==> src/rtl/hamming_secded_decoder_pkg.sv <==
// Shared types and constants for the Hamming(16,11) SECDED byte-pair decoder.
package hamming_secded_decoder_pkg;

  typedef enum logic [2:0] {
    IN_LO  = 3'd0,
    IN_HI  = 3'd1,
    DEC    = 3'd2,
    OUT_LO = 3'd3,
    OUT_HI = 3'd4
  } dec_state_t;

  localparam logic [1:0] kNOERR = 2'b00;
  localparam logic [1:0] kCORR  = 2'b01;
  localparam logic [1:0] kDERR  = 2'b10;

  // Observability bundle: FSM state plus the live syndrome of the held word.
  typedef struct packed {
    dec_state_t state;
    logic [3:0] synd;
    logic       parity;
  } dec_dbg_t;

endpackage

==> src/rtl/hamming_secded_decoder_syndrome.sv <==
// Combinational SECDED check of one 16-bit word: syndrome, overall parity,
// corrected data bits and the error flag.
module hamming_syndrome
  import hamming_secded_decoder_pkg::*;
(
  input  logic [15:0] word_i,
  output logic [3:0]  synd_o,
  output logic        parity_o,
  output logic [10:0] data_o,
  output logic [1:0]  flag_o
);

  logic [15:0] fixed;

  always_comb begin
    // XOR of the positions of all set bits equals {s8,s4,s2,s1}.
    synd_o = 4'd0;
    for (int k = 1; k < 16; k++) begin
      if (word_i[k]) synd_o = synd_o ^ 4'(k);
    end
    parity_o = ^word_i;

    fixed = word_i;
    if ((synd_o != 4'd0) && parity_o) fixed[synd_o] = ~word_i[synd_o];

    data_o = {fixed[15:9], fixed[7:5], fixed[3]};

    flag_o = kNOERR;
    if (parity_o)              flag_o = kCORR;
    else if (synd_o != 4'd0)   flag_o = kDERR;
  end

endmodule

==> src/rtl/hamming_secded_decoder.sv <==
// Byte-stream SECDED decoder: gathers two bytes per word, decodes in one
// cycle, emits two result bytes and keeps saturating error counts.
module hamming_secded_decoder
  import hamming_secded_decoder_pkg::*;
#(
  parameter int CNT_W = 8
) (
  input  logic             Clk,
  input  logic             Reset,
  input  logic             in_valid,
  input  logic [7:0]       in_data,
  output logic             in_ready,
  output logic             out_valid,
  output logic [7:0]       out_data,
  input  logic             out_ready,
  output logic [CNT_W-1:0] cnt_single,
  output logic [CNT_W-1:0] cnt_double,
  output dec_dbg_t         dbg
);

  // Handshake: a byte moves on a rising edge where valid && ready; valid and
  // data are held by the producer until that edge.

  localparam logic [CNT_W-1:0] CNT_MAX = {CNT_W{1'b1}};

  dec_state_t       state_q;
  logic [15:0]      word_q;
  logic [7:0]       out_data_q;
  logic [7:0]       res_hi_q;
  logic             out_valid_q;
  logic             in_ready_q;
  logic [CNT_W-1:0] cnt_single_q, cnt_single_d;
  logic [CNT_W-1:0] cnt_double_q, cnt_double_d;

  logic [3:0]  synd;
  logic        parity;
  logic [10:0] data;
  logic [1:0]  flag;

  hamming_syndrome u_syndrome (
    .word_i   (word_q),
    .synd_o   (synd),
    .parity_o (parity),
    .data_o   (data),
    .flag_o   (flag)
  );

  always_comb begin
    cnt_single_d = cnt_single_q;
    cnt_double_d = cnt_double_q;
    if (flag == kCORR && cnt_single_q != CNT_MAX) cnt_single_d = cnt_single_q + 1'b1;
    if (flag == kDERR && cnt_double_q != CNT_MAX) cnt_double_d = cnt_double_q + 1'b1;
  end

  always_ff @(posedge Clk) begin
    if (Reset) begin
      state_q      <= IN_LO;
      word_q       <= 16'h0000;
      out_data_q   <= 8'h00;
      res_hi_q     <= 8'h00;
      out_valid_q  <= 1'b0;
      in_ready_q   <= 1'b1;
      cnt_single_q <= '0;
      cnt_double_q <= '0;
    end else begin
      case (state_q)
        IN_LO: if (in_valid && in_ready_q) begin
          word_q[7:0] <= in_data;
          state_q     <= IN_HI;
        end
        IN_HI: if (in_valid && in_ready_q) begin
          word_q[15:8] <= in_data;
          in_ready_q   <= 1'b0;
          state_q      <= DEC;
        end
        DEC: begin
          out_data_q   <= data[7:0];
          res_hi_q     <= {flag, 3'b000, data[10:8]};
          out_valid_q  <= 1'b1;
          cnt_single_q <= cnt_single_d;
          cnt_double_q <= cnt_double_d;
          state_q      <= OUT_LO;
        end
        OUT_LO: if (out_ready) begin
          out_data_q <= res_hi_q;
          state_q    <= OUT_HI;
        end
        OUT_HI: if (out_ready) begin
          out_valid_q <= 1'b0;
          in_ready_q  <= 1'b1;
          state_q     <= IN_LO;
        end
        default: state_q <= IN_LO;
      endcase
    end
  end

  assign in_ready   = in_ready_q;
  assign out_valid  = out_valid_q;
  assign out_data   = out_data_q;
  assign cnt_single = cnt_single_q;
  assign cnt_double = cnt_double_q;
  assign dbg        = '{state: state_q, synd: synd, parity: parity};

endmodule

==> config.mk <==
export PLATFORM = sky130hd
export DESIGN_NAME = hamming_secded_decoder
export DESIGN_NICKNAME = d
export VERILOG_FILES = /design/src/rtl/hamming_secded_decoder_pkg.sv /design/src/rtl/hamming_secded_decoder_syndrome.sv /design/src/rtl/hamming_secded_decoder.sv
export SDC_FILE = /design/constraint.sdc
export NUM_CORES = 1
export LEC_CHECK = 0
export ABC_AREA = 1
export BUFFER_PORTS_ARGS = -buffer_cell sky130_fd_sc_hd__buf_2
export CAP_MARGIN = 0
export CORE_AREA = 5 5 99 101
export DETAILED_ROUTE_END_ITERATION = 10
export DIE_AREA = 0 0 104 106
export PLACE_DENSITY_LB_ADDON = 0.08
export SLEW_MARGIN = 30
export SYNTH_ARGS = -nofsm -noshare
export SYNTH_HDL_FRONTEND = slang
export SYNTH_SLANG_ARGS = --single-unit
==> constraint.sdc <==
create_clock -name Clk -period 1.97 [get_ports Clk]
set_input_delay 0.591 -clock Clk [delete_from_list [all_inputs] [get_ports Clk]]
set_output_delay 0.591 -clock Clk [all_outputs]
set_load 0.01 [all_outputs]
==> reports/results.ini, run 1 <==
[critical_path]
path_class=reg2out
arrival_ns=1.72
path_cells=inv_4 > nor2_4 > nor2_2 > buf_6 > xnor2_4 > xor2_4 > nand2_2 > nand2_4 > buf_6
critical_path.slowest_cell=dfxtp_4
end_kind=output pin
worst_path_most_repeated_cell=buf_6
crit_family=XOR/XNOR gates
crit_start=word_q[11]$_SDFFE_PP0P_
critPathBufInv=3
timing.rr.start=word_q[11]$_SDFFE_PP0P_
crit_path_max_fanout=3
cp_data_required_time_ns=1.38
slowest_delay_ns=0.39
r2r_setup_slack_ns=-0.20
crit_path_start_kind=flop

[logic_synthesis]
synth_edf_count=0
yosysWarnings=0
synth_top_area_share_pct=33.71
syn_nets=463
avgSynthCellArea_sq_um=6.613
synth_area_leaders=dfxtp_1 (34%), nand2_1 (13%), nand3_1 (9.1%)
yosys_most_used_dff=dfxtp_1
syn_inst=449
yosys.cell_types.count=31
ys_ff_latch=50
syn_area_sq_um=2969
synth_top_cell_by_area=dfxtp_1
async_flop_share_pct=0
ys_seq_area_share_pct=33.71

[routing]
drt-total-wl_um=9276
drtIter0Drc=102
drt_first_pass_iters=4
num_vias=3294
post_drt_wl_per_cell_um=13.50
drtAntennaViolNets=0
routed_via_density=4.795
drcViolationCount=0

[grt]
grt_pass1_wl_um=15480
overflow=0
grt_pass1_vias=3297
track_usage_pct=16.82
grt_max_degree=25
antenna_found_initial=0

[placement]
io_buffers=45
pre_cts_ws_ns=-0.1812
dpl.hpwl_um=6816
dpl-instance-area_sq_um=3765
numPlacedInstances=652
gp_congestion=0.8613

[sta]
min_period_ns=2.314
fmax_mhz=432.2
final-setup-viol-count=33
tns_ns=-5.241
hold_slack_ns=0.4666
period_share_pct=117.4
maxSlewViolCount=0
fin_skew_ns=0.01433
fin_ws_ns=-0.3437
finalHoldViolations=0
slew_headroom_pct=61.32
rsz0062_at_grt=true
tightest_slew_ns=0.5758

[floorplanning]
die-area_sq_um=11020
die_height_um=106
die_x_um=104
start_util_pct=33.24
core_area_sq_um=8934
ios=46
rows=35

[clocking]
htreeDepth=2
cts.sink_count=50
clk_pin_slew_worst_paths_ns=0.10
cts-root-buf=clkbuf_8
insertion_delay_ns=0.31
hold_buffers=0
cts_tree=built
clk_path_buf_depth=2
tritoncts.num_buffers=5

[run_status]
violations=setup timing
status=complete, but fails checks

[final_layout]
stdcell_count=687
areaGrowthSynthToFinish_pct=56.93
diodes=0
fillCellCount=911
postLayoutCellArea_sq_um=4659
nets=589
layout-drive-gt1-share_pct=44.44

[flow_run]
max_cap_violations=0

[hold_path]
hp-class=reg2reg
hold_start=out_data[5]$_SDFFE_PP0P_

[pwr]
peakVddDrop_mv=0.4276
p_per_area_nw_per_um2=1092
leakage_nw=2.040

metal layers:
metal  global-route usage, %  wire [um]  vias to the layer above
met4                   4.810        219                        0
met5                       0          0                        -
met2                   29.78       4565                       53
met3                   2.489        235                       16
li1                        -          -                     1711
met1                   21.17       4256                     1514
final cells by class:
type	count	area, sq um	area share (%)
clock inverter	3	27.53	0.5908
multi-input combinational	337	2181	46.80
clock buffer	5	68.82	1.477
inverter	49	206.4	4.431
sequential	50	1031	22.13
timing repair buffer	132	1006	21.59
tap	111	138.9	2.981
per-stage QoR:
stage                     util, %  total power, mW
final                       52.16            5.089
after global routing        52.16            5.411
after CTS                   49.83            4.893
after detailed placement    42.14            3.202
after global placement      42.14            3.204
after floorplan                 -            2.445
final timing paths:
path | endpoint | cells after the start
max reg2reg | cnt_single[4]$_SDFFE_PP0P_ | 16
max | dbg[0] | 9
min | out_data[5]$_SDFFE_PP0P_ | 2
min reg2reg | out_data[5]$_SDFFE_PP0P_ | 2
flip-flops by register name (all words and copies together), names as in the netlist:
| name | cells |
|---|---|
| in_ready | 1 |
| res_hi_q | 5 |
| out_valid | 1 |
| word_q | 16 |
| out_data | 8 |
| cnt_single | 8 |
| cnt_double | 8 |
| state_q | 3 |
cells in the mapped netlist, types with 3 or more instances:
library cell	count
nand2_1	106
nand3_1	54
dfxtp_1	50
nor2_1	50
a21oi_1	47
inv_1	42
o21ai_0	30
clkbuf_1	8
inv_2	6
nor3_1	6
xnor2_1	6
nand2_2	5
nand4_1	5
xor2_1	5
xnor2_2	4
buf_2	3
kinds of logic (layout without fill, tap and decap cells):
group                    Yosys count  count (layout)  share of synthesized area [%]
flip-flops                        50              50                          33.71
AO/OA/AOI/OAI                     81              81                          13.86
XOR/XNOR                          19              19                          8.386
adder cells (fa/ha/maj)            2               2                         0.8427
AND/OR/NAND/NOR                  235             235                          34.98
buffers and inverters             62             189                          8.217
worst reg2reg max path: stages, from the launching register on:
cell and delay, ns:
dfxtp_4 0.39, inv_4 0.05, nor2_4 0.09, nor2_2 0.07, buf_6 0.12, xnor2_4 0.23, xor2_4 0.19, nand2_2 0.09
nand2_4 0.09, buf_4 0.11, buf_6 0.10, buf_4 0.11, nand2_4 0.06, inv_6 0.09, nand3_4 0.08, o21ai_1 0.16
a21oi_2 0.04
where the power goes:
| group | switching [mW] | total, mW | internal [mW] |
|---|---|---|---|
| sequential | 0.0817 | 1.16 | 1.08 |
| clock | 0.385 | 0.649 | 0.264 |
| combinational | 1.61 | 3.28 | 1.66 |
placed cells by master (no fill, tap or decap), types with 5 or more instances in the layout:
cell type and instances:
buf_4 62, nand3_4 5, inv_1 37, clkbuf_8 5, nand2_2 26, dfxtp_2 6
o21ai_0 23, o21ai_2 5, a21oi_1 41, buf_2 41, dfxtp_1 38, inv_2 5
nand2_4 7, nor2_1 37, inv_4 5, dfxtp_4 6, nor2_2 8, nor3_1 5
nand4_1 5, nand3_1 41, buf_6 28, nand2_1 80, nand3_2 11, a21oi_2 6
xnor2_4 9, nor2_4 7
repair_timing:
| item | CTS | global route |
|---|---|---|
| cloned | 2 | 0 |
| endpoints found under the setup margin | 31 | 34 |
| pin swaps | 37 | 28 |
| buffers inserted | 25 | 4 |
| gates resized for setup | 110 | 53 |
No activity file was read; power rests on OpenSTA's default activity.
==> inputs of run 2 (changes only) <==
Settings changed: REMOVE_ABC_BUFFERS set to 1.
==> run 2 against run 1 <==
Compared with the run above:
- the run still ends with setup timing left
- sequential cell count is the same
- register-to-register slack gained 0.02 ns
- power grew 6.3%
- non-clock buffer count shrank 5
- first-iteration DRC count shrank 18%
- combinational power grew 6.4%
- hold slack lost 0.0041 ns
- critical path depth shrank 1
- routed wire length grew 3.8%
- clock power grew 17%
- largest power group unchanged
==> reports/results.ini, run 2 (synthesis gave the netlist of run 1 again) <==
[run_status]
status=complete, but fails checks
violations=setup timing

[floorplanning]
rows=35
core_area_sq_um=8934
start_util_pct=33.24
die_x_um=104
ios=46
die-area_sq_um=11020
die_height_um=106

[pwr]
p_per_area_nw_per_um2=1132
p_total_mw=5.410
leakage_nw=2.083
peakVddDrop_mv=0.6936

[sta]
rsz0062_at_grt=true
tightest_slew_ns=0.3996
slew_headroom_pct=73.33
min_period_ns=2.283
fin_skew_ns=0.01090
fin_ws_ns=-0.3133
hold_slack_ns=0.4626
fmax_mhz=438.0
finalHoldViolations=0
final-setup-viol-count=31
period_share_pct=115.9
maxSlewViolCount=0

[final_layout]
fin_util_pct=53.52
nets=584
postLayoutCellArea_sq_um=4781
diodes=0
largest_reg_flops=16
areaGrowthSynthToFinish_pct=61.02
layout-drive-gt1-share_pct=47.72
layout_commonest_cell=nand2_1
most-common-layout-cells=nand2_1 (70), buf_4 (62), buf_2 (40)
largest_register=word_q

[critical_path]
crit_family=XOR/XNOR gates
worst_path_most_repeated_cell=nor2_4
worstSetupEndpoint=dbg[0]
crit_start=word_q[11]$_SDFFE_PP0P_
slowest_delay_ns=0.41
arrival_ns=1.69
path_class=reg2out
worst-path-stages=8
crit_path_start_kind=flop
path_cells=inv_6 > nor2_4 > nor2_4 > xnor2_4 > xor2_2 > nand2_2 > nand2_4 > buf_6
critical_path.slowest_cell=dfxtp_4
timing.rr.start=word_q[5]$_SDFFE_PP0P_
reg2reg_depth=14
cp_data_required_time_ns=1.38
critPathBufInv=2
end_kind=output pin
r2r_setup_slack_ns=-0.18
crit_path_max_fanout=4
worst_r2r_endpoint=cnt_double[2]$_SDFFE_PP0P_

[grt]
grt_max_degree=21
grt_pass1_wl_um=15650
grt_pass1_vias=3270
overflow=0
track_usage_pct=17.00
antenna_found_initial=0

[clocking]
hold_buffers=0
insertion_delay_ns=0.31
clk_path_buf_depth=2
tritoncts.num_buffers=5
cts_tree=built
cts-root-buf=clkbuf_8
htreeDepth=2
clk_pin_slew_worst_paths_ns=0.09
cts.sink_count=50

[routing]
drcViolationCount=0
num_vias=3343
post_drt_wl_per_cell_um=14.14
routed_via_density=4.909
drt-total-wl_um=9629
drt_first_pass_iters=5
drtAntennaViolNets=0
drtIter0Drc=84

[placement]
dpl.hpwl_um=6805
dpl-instance-area_sq_um=3704
io_buffers=45
gp_congestion=0.8663

[flow_run]
max_cap_violations=0

[hold_path]
hp-class=reg2reg

[run 2: cell count changes in the layout (fill, tap and decap cells not counted), moves of 7 or more]
| cell | before | now |
|---|---|---|
| nand3_1 | 41 | 29 |
| nand2_4 | 7 | 18 |
| nand2_1 | 80 | 70 |
| nand3_2 | 11 | 21 |
| buf_6 | 28 | 21 |
[run 2: power breakdown]
group	switching (mW)	internal [mW]
logic	1.77	1.72
clock network	0.355	0.407
registers	0.0787	1.08
total	2.21	3.20
[run 2: cell type report]
type | count | area, sq um
fillers | 899 | 4153
multi-input cells | 337 | 2303
flip-flops and latches | 50 | 1032
repair buffers | 127 | 989.7
inverters | 49 | 203.9
well taps | 111 | 138.9
clock buffers | 6 | 82.58
clock inverters | 1 | 30.03
[run 2: metal layers]
metal | wire, um | track usage, % | vias up
met5 | 0 | 0 | -
met4 | 162 | 4.625 | 0
met3 | 220 | 2.429 | 13
met2 | 4836 | 29.78 | 49
met1 | 4409 | 21.80 | 1579
li1 | - | - | 1702
[run 2: how the worst min path moves through the flow]
stage               cells after the start                  startpoint  slack (ns)                          to
CTS                                     2  cnt_single[4]$_SDFFE_PP0P_        0.47  cnt_single[4]$_SDFFE_PP0P_
detailed placement                      2  cnt_single[4]$_SDFFE_PP0P_        0.45  cnt_single[4]$_SDFFE_PP0P_
floorplan                               2    res_hi_q[0]$_SDFFE_PP0P_        0.44    res_hi_q[0]$_SDFFE_PP0P_
finish                                  2  cnt_single[4]$_SDFFE_PP0P_        0.46  cnt_single[4]$_SDFFE_PP0P_
global route                            2  cnt_single[4]$_SDFFE_PP0P_        0.48  cnt_single[4]$_SDFFE_PP0P_
global placement                        2  cnt_single[4]$_SDFFE_PP0P_        0.45  cnt_single[4]$_SDFFE_PP0P_
[run 2: what timing repair did]
item,CTS,global route
setup buffers,22,9
gates cloned,1,0
endpoints found under the setup margin,33,34
pin swaps,21,46
resized for setup,84,106
[run 2: through the flow]
stage          std cells  setup TNS (ns)  worst slack (ns)
6_report             681          -4.423           -0.3133
5_1_grt              681          -8.636           -0.3942
4_1_cts              675          -3.957           -0.3050
3_5_place_dp         646          -5.004           -0.2474
3_3_place_gp         646          -4.554           -0.2409
2_1_floorplan        436         -0.3508          -0.03160
[run 2: worst register-to-register path, delay by kind of cell (launching register included)]
| family | cells | cell delay (ns) |
|---|---|---|
| DFF | 1 | 0.37 |
| xor gates and xnor gates | 3 | 0.50 |
| and+or+nand+nor | 7 | 0.64 |
| buffers and inverters | 4 | 0.55 |
==> inputs of run 3 (changes only) <==
Settings changed: SKIP_LAST_GASP set to 1.
==> run 3 against run 2 <==
Compared with the run above:
- the run still ends with setup timing left
- largest cell class unchanged
- die area did not move
- cell count rose by 0.15%
- via count rose by 0.12%
- clock skew barely moved
- global-route usage barely moved
- routed wire length rose by 1.4%
- highest routed layer unchanged
- critical endpoint unchanged
- first-iteration DRC count rose by 33%
- power rose by 0.58%
- fmax barely moved
==> reports/results.ini, run 3 (synthesis gave the netlist of run 1 again) <==
[sta]
fmax_mhz=437.8
rsz0062_at_grt=true
fin_ws_ns=-0.3142
period_share_pct=116.0
min_period_ns=2.284
tightest_slew_ns=0.6327
slew_headroom_pct=57.50
fin_skew_ns=0.01124
maxSlewViolCount=0
final-setup-viol-count=33
finalHoldViolations=0

[grt]
overflow=0
grt_max_degree=21
track_usage_pct=16.96
antenna_found_initial=0
grt_pass1_wl_um=15610
grt_pass1_vias=3251

[critical_path]
crit_path_max_fanout=4
cp_data_required_time_ns=1.38
crit_path_start_kind=flop
r2r_setup_slack_ns=-0.20
reg2reg_depth=14
path_class=reg2out
arrival_ns=1.69
end_kind=output pin

[flow_run]
max_cap_violations=0

[clocking]
clk_path_buf_depth=2
cts_tree=built
cts.sink_count=50
hold_buffers=0
insertion_delay_ns=0.31
htreeDepth=2
cts-root-buf=clkbuf_8
tritoncts.num_buffers=5
clk_pin_slew_worst_paths_ns=0.10

[final_layout]
nets=585
layout-drive-gt1-share_pct=49.39
layout_commonest_cell=nand2_1
diodes=0
largest_reg_flops=16
largest_register=word_q
areaGrowthSynthToFinish_pct=62.83
stdcell_count=682
most-common-layout-cells=nand2_1 (68), buf_4 (61), buf_2 (40)

[pwr]
p_total_mw=5.441
peakVddDrop_mv=0.5933
p_sw_mw=2.237
p_seq_share_pct=21.3
p_per_area_nw_per_um2=1125
combPwrFrac_pct=64.7
p_clk_share_pct=14.0
leakage_nw=2.116
p_int_mw=3.204
switching_share_pct=41.11

[routing]
routed_via_density=4.908
drtIter0Drc=112
drt_first_pass_iters=4
drt-total-wl_um=9762
drtAntennaViolNets=0
num_vias=3347
drcViolationCount=0
post_drt_wl_per_cell_um=14.31

[placement]
gp_congestion=0.8663
numPlacedInstances=646
io_buffers=45
pre_cts_ws_ns=-0.2474
dpl.hpwl_um=6805

[floorplanning]
rows=35
die-area_sq_um=11020
start_util_pct=33.24
ios=46
core_area_sq_um=8934
die_height_um=106
die_x_um=104

[hold_path]
min_path_cells=2
hp-class=reg2reg

[run_status]
violations=setup timing
status=complete, but fails checks

==> run 3: changes by cell type in the layout (fill, tap and decap cells not counted), sizes merged <==
cell / before / now
buf: 127 / 128
clkinv: 1 / 0
inv: 48 / 49
==> run 3: timing repair <==
action                                  CTS  global route
gates cloned                              1             0
pin swaps                                21            54
endpoints found under the setup margin   33            34
resized for setup                        75           132
endpoints found under the hold margin     0             0
buffers inserted                         22            12
==> run 3: through the flow <==
stage | utilization, % | setup TNS, ns | hold WS [ns] | area, sq um
after global placement | 41.46 | -4.554 | 0.4452 | 3704
after floorplan | - | -0.3508 | 0.4397 | 2909
after global routing | 54.12 | -9.248 | 0.4843 | 4835
after detailed placement | 41.46 | -5.004 | 0.4531 | 3704
final | 54.12 | -5.231 | 0.4678 | 4835
after CTS | 48.43 | -4.321 | 0.4697 | 4327
==> run 3: routing by layer <==
layer	GRT usage (%)	share of wire (%)
met5	0	0
met4	4.625	2.0
met3	2.429	2.4
met2	29.74	50
met1	21.72	45
==> run 3: path summary, 6_finish.rpt <==
kind	start	endpoint
hold reg to reg	out_valid$_SDFFE_PP0P_	out_valid$_SDFFE_PP0P_
hold / removal	out_valid$_SDFFE_PP0P_	out_valid$_SDFFE_PP0P_
setup reg to reg	word_q[5]$_SDFFE_PP0P_	cnt_double[2]$_SDFFE_PP0P_
setup / recovery	word_q[11]$_SDFFE_PP0P_	dbg[0]
==> run 3: critical path: stages, from the launching register on <==
cell	delay [ns]
dfxtp_4	0.41
inv_6	0.05
nor2_4	0.15
nor2_4	0.07
xnor2_4	0.25
xor2_2	0.19
nand2_2	0.10
nand2_4	0.07
buf_6	0.09
==> run 3: power by group through the flow <==
stage                     Combinational (mW)  Sequential (mW)  Clock (mW)
after detailed placement                2.13             1.16           0
after global routing                    3.76             1.17       0.834
after floorplan                         1.13             1.17           0
after CTS                               2.98             1.15       0.789
after global placement                  2.12             1.16           0
final                                   3.52             1.16       0.762
==> run 3: final cells by class <==
type                       instances  area, sq um
timing repair buffer             128        996.0
clock inverter                     1        30.03
fill                             899         4099
clock buffer                       6        82.58
sequential                        50         1032
multi-input combinational        337         2351
tap                              111        138.9
inverter                          49        203.9
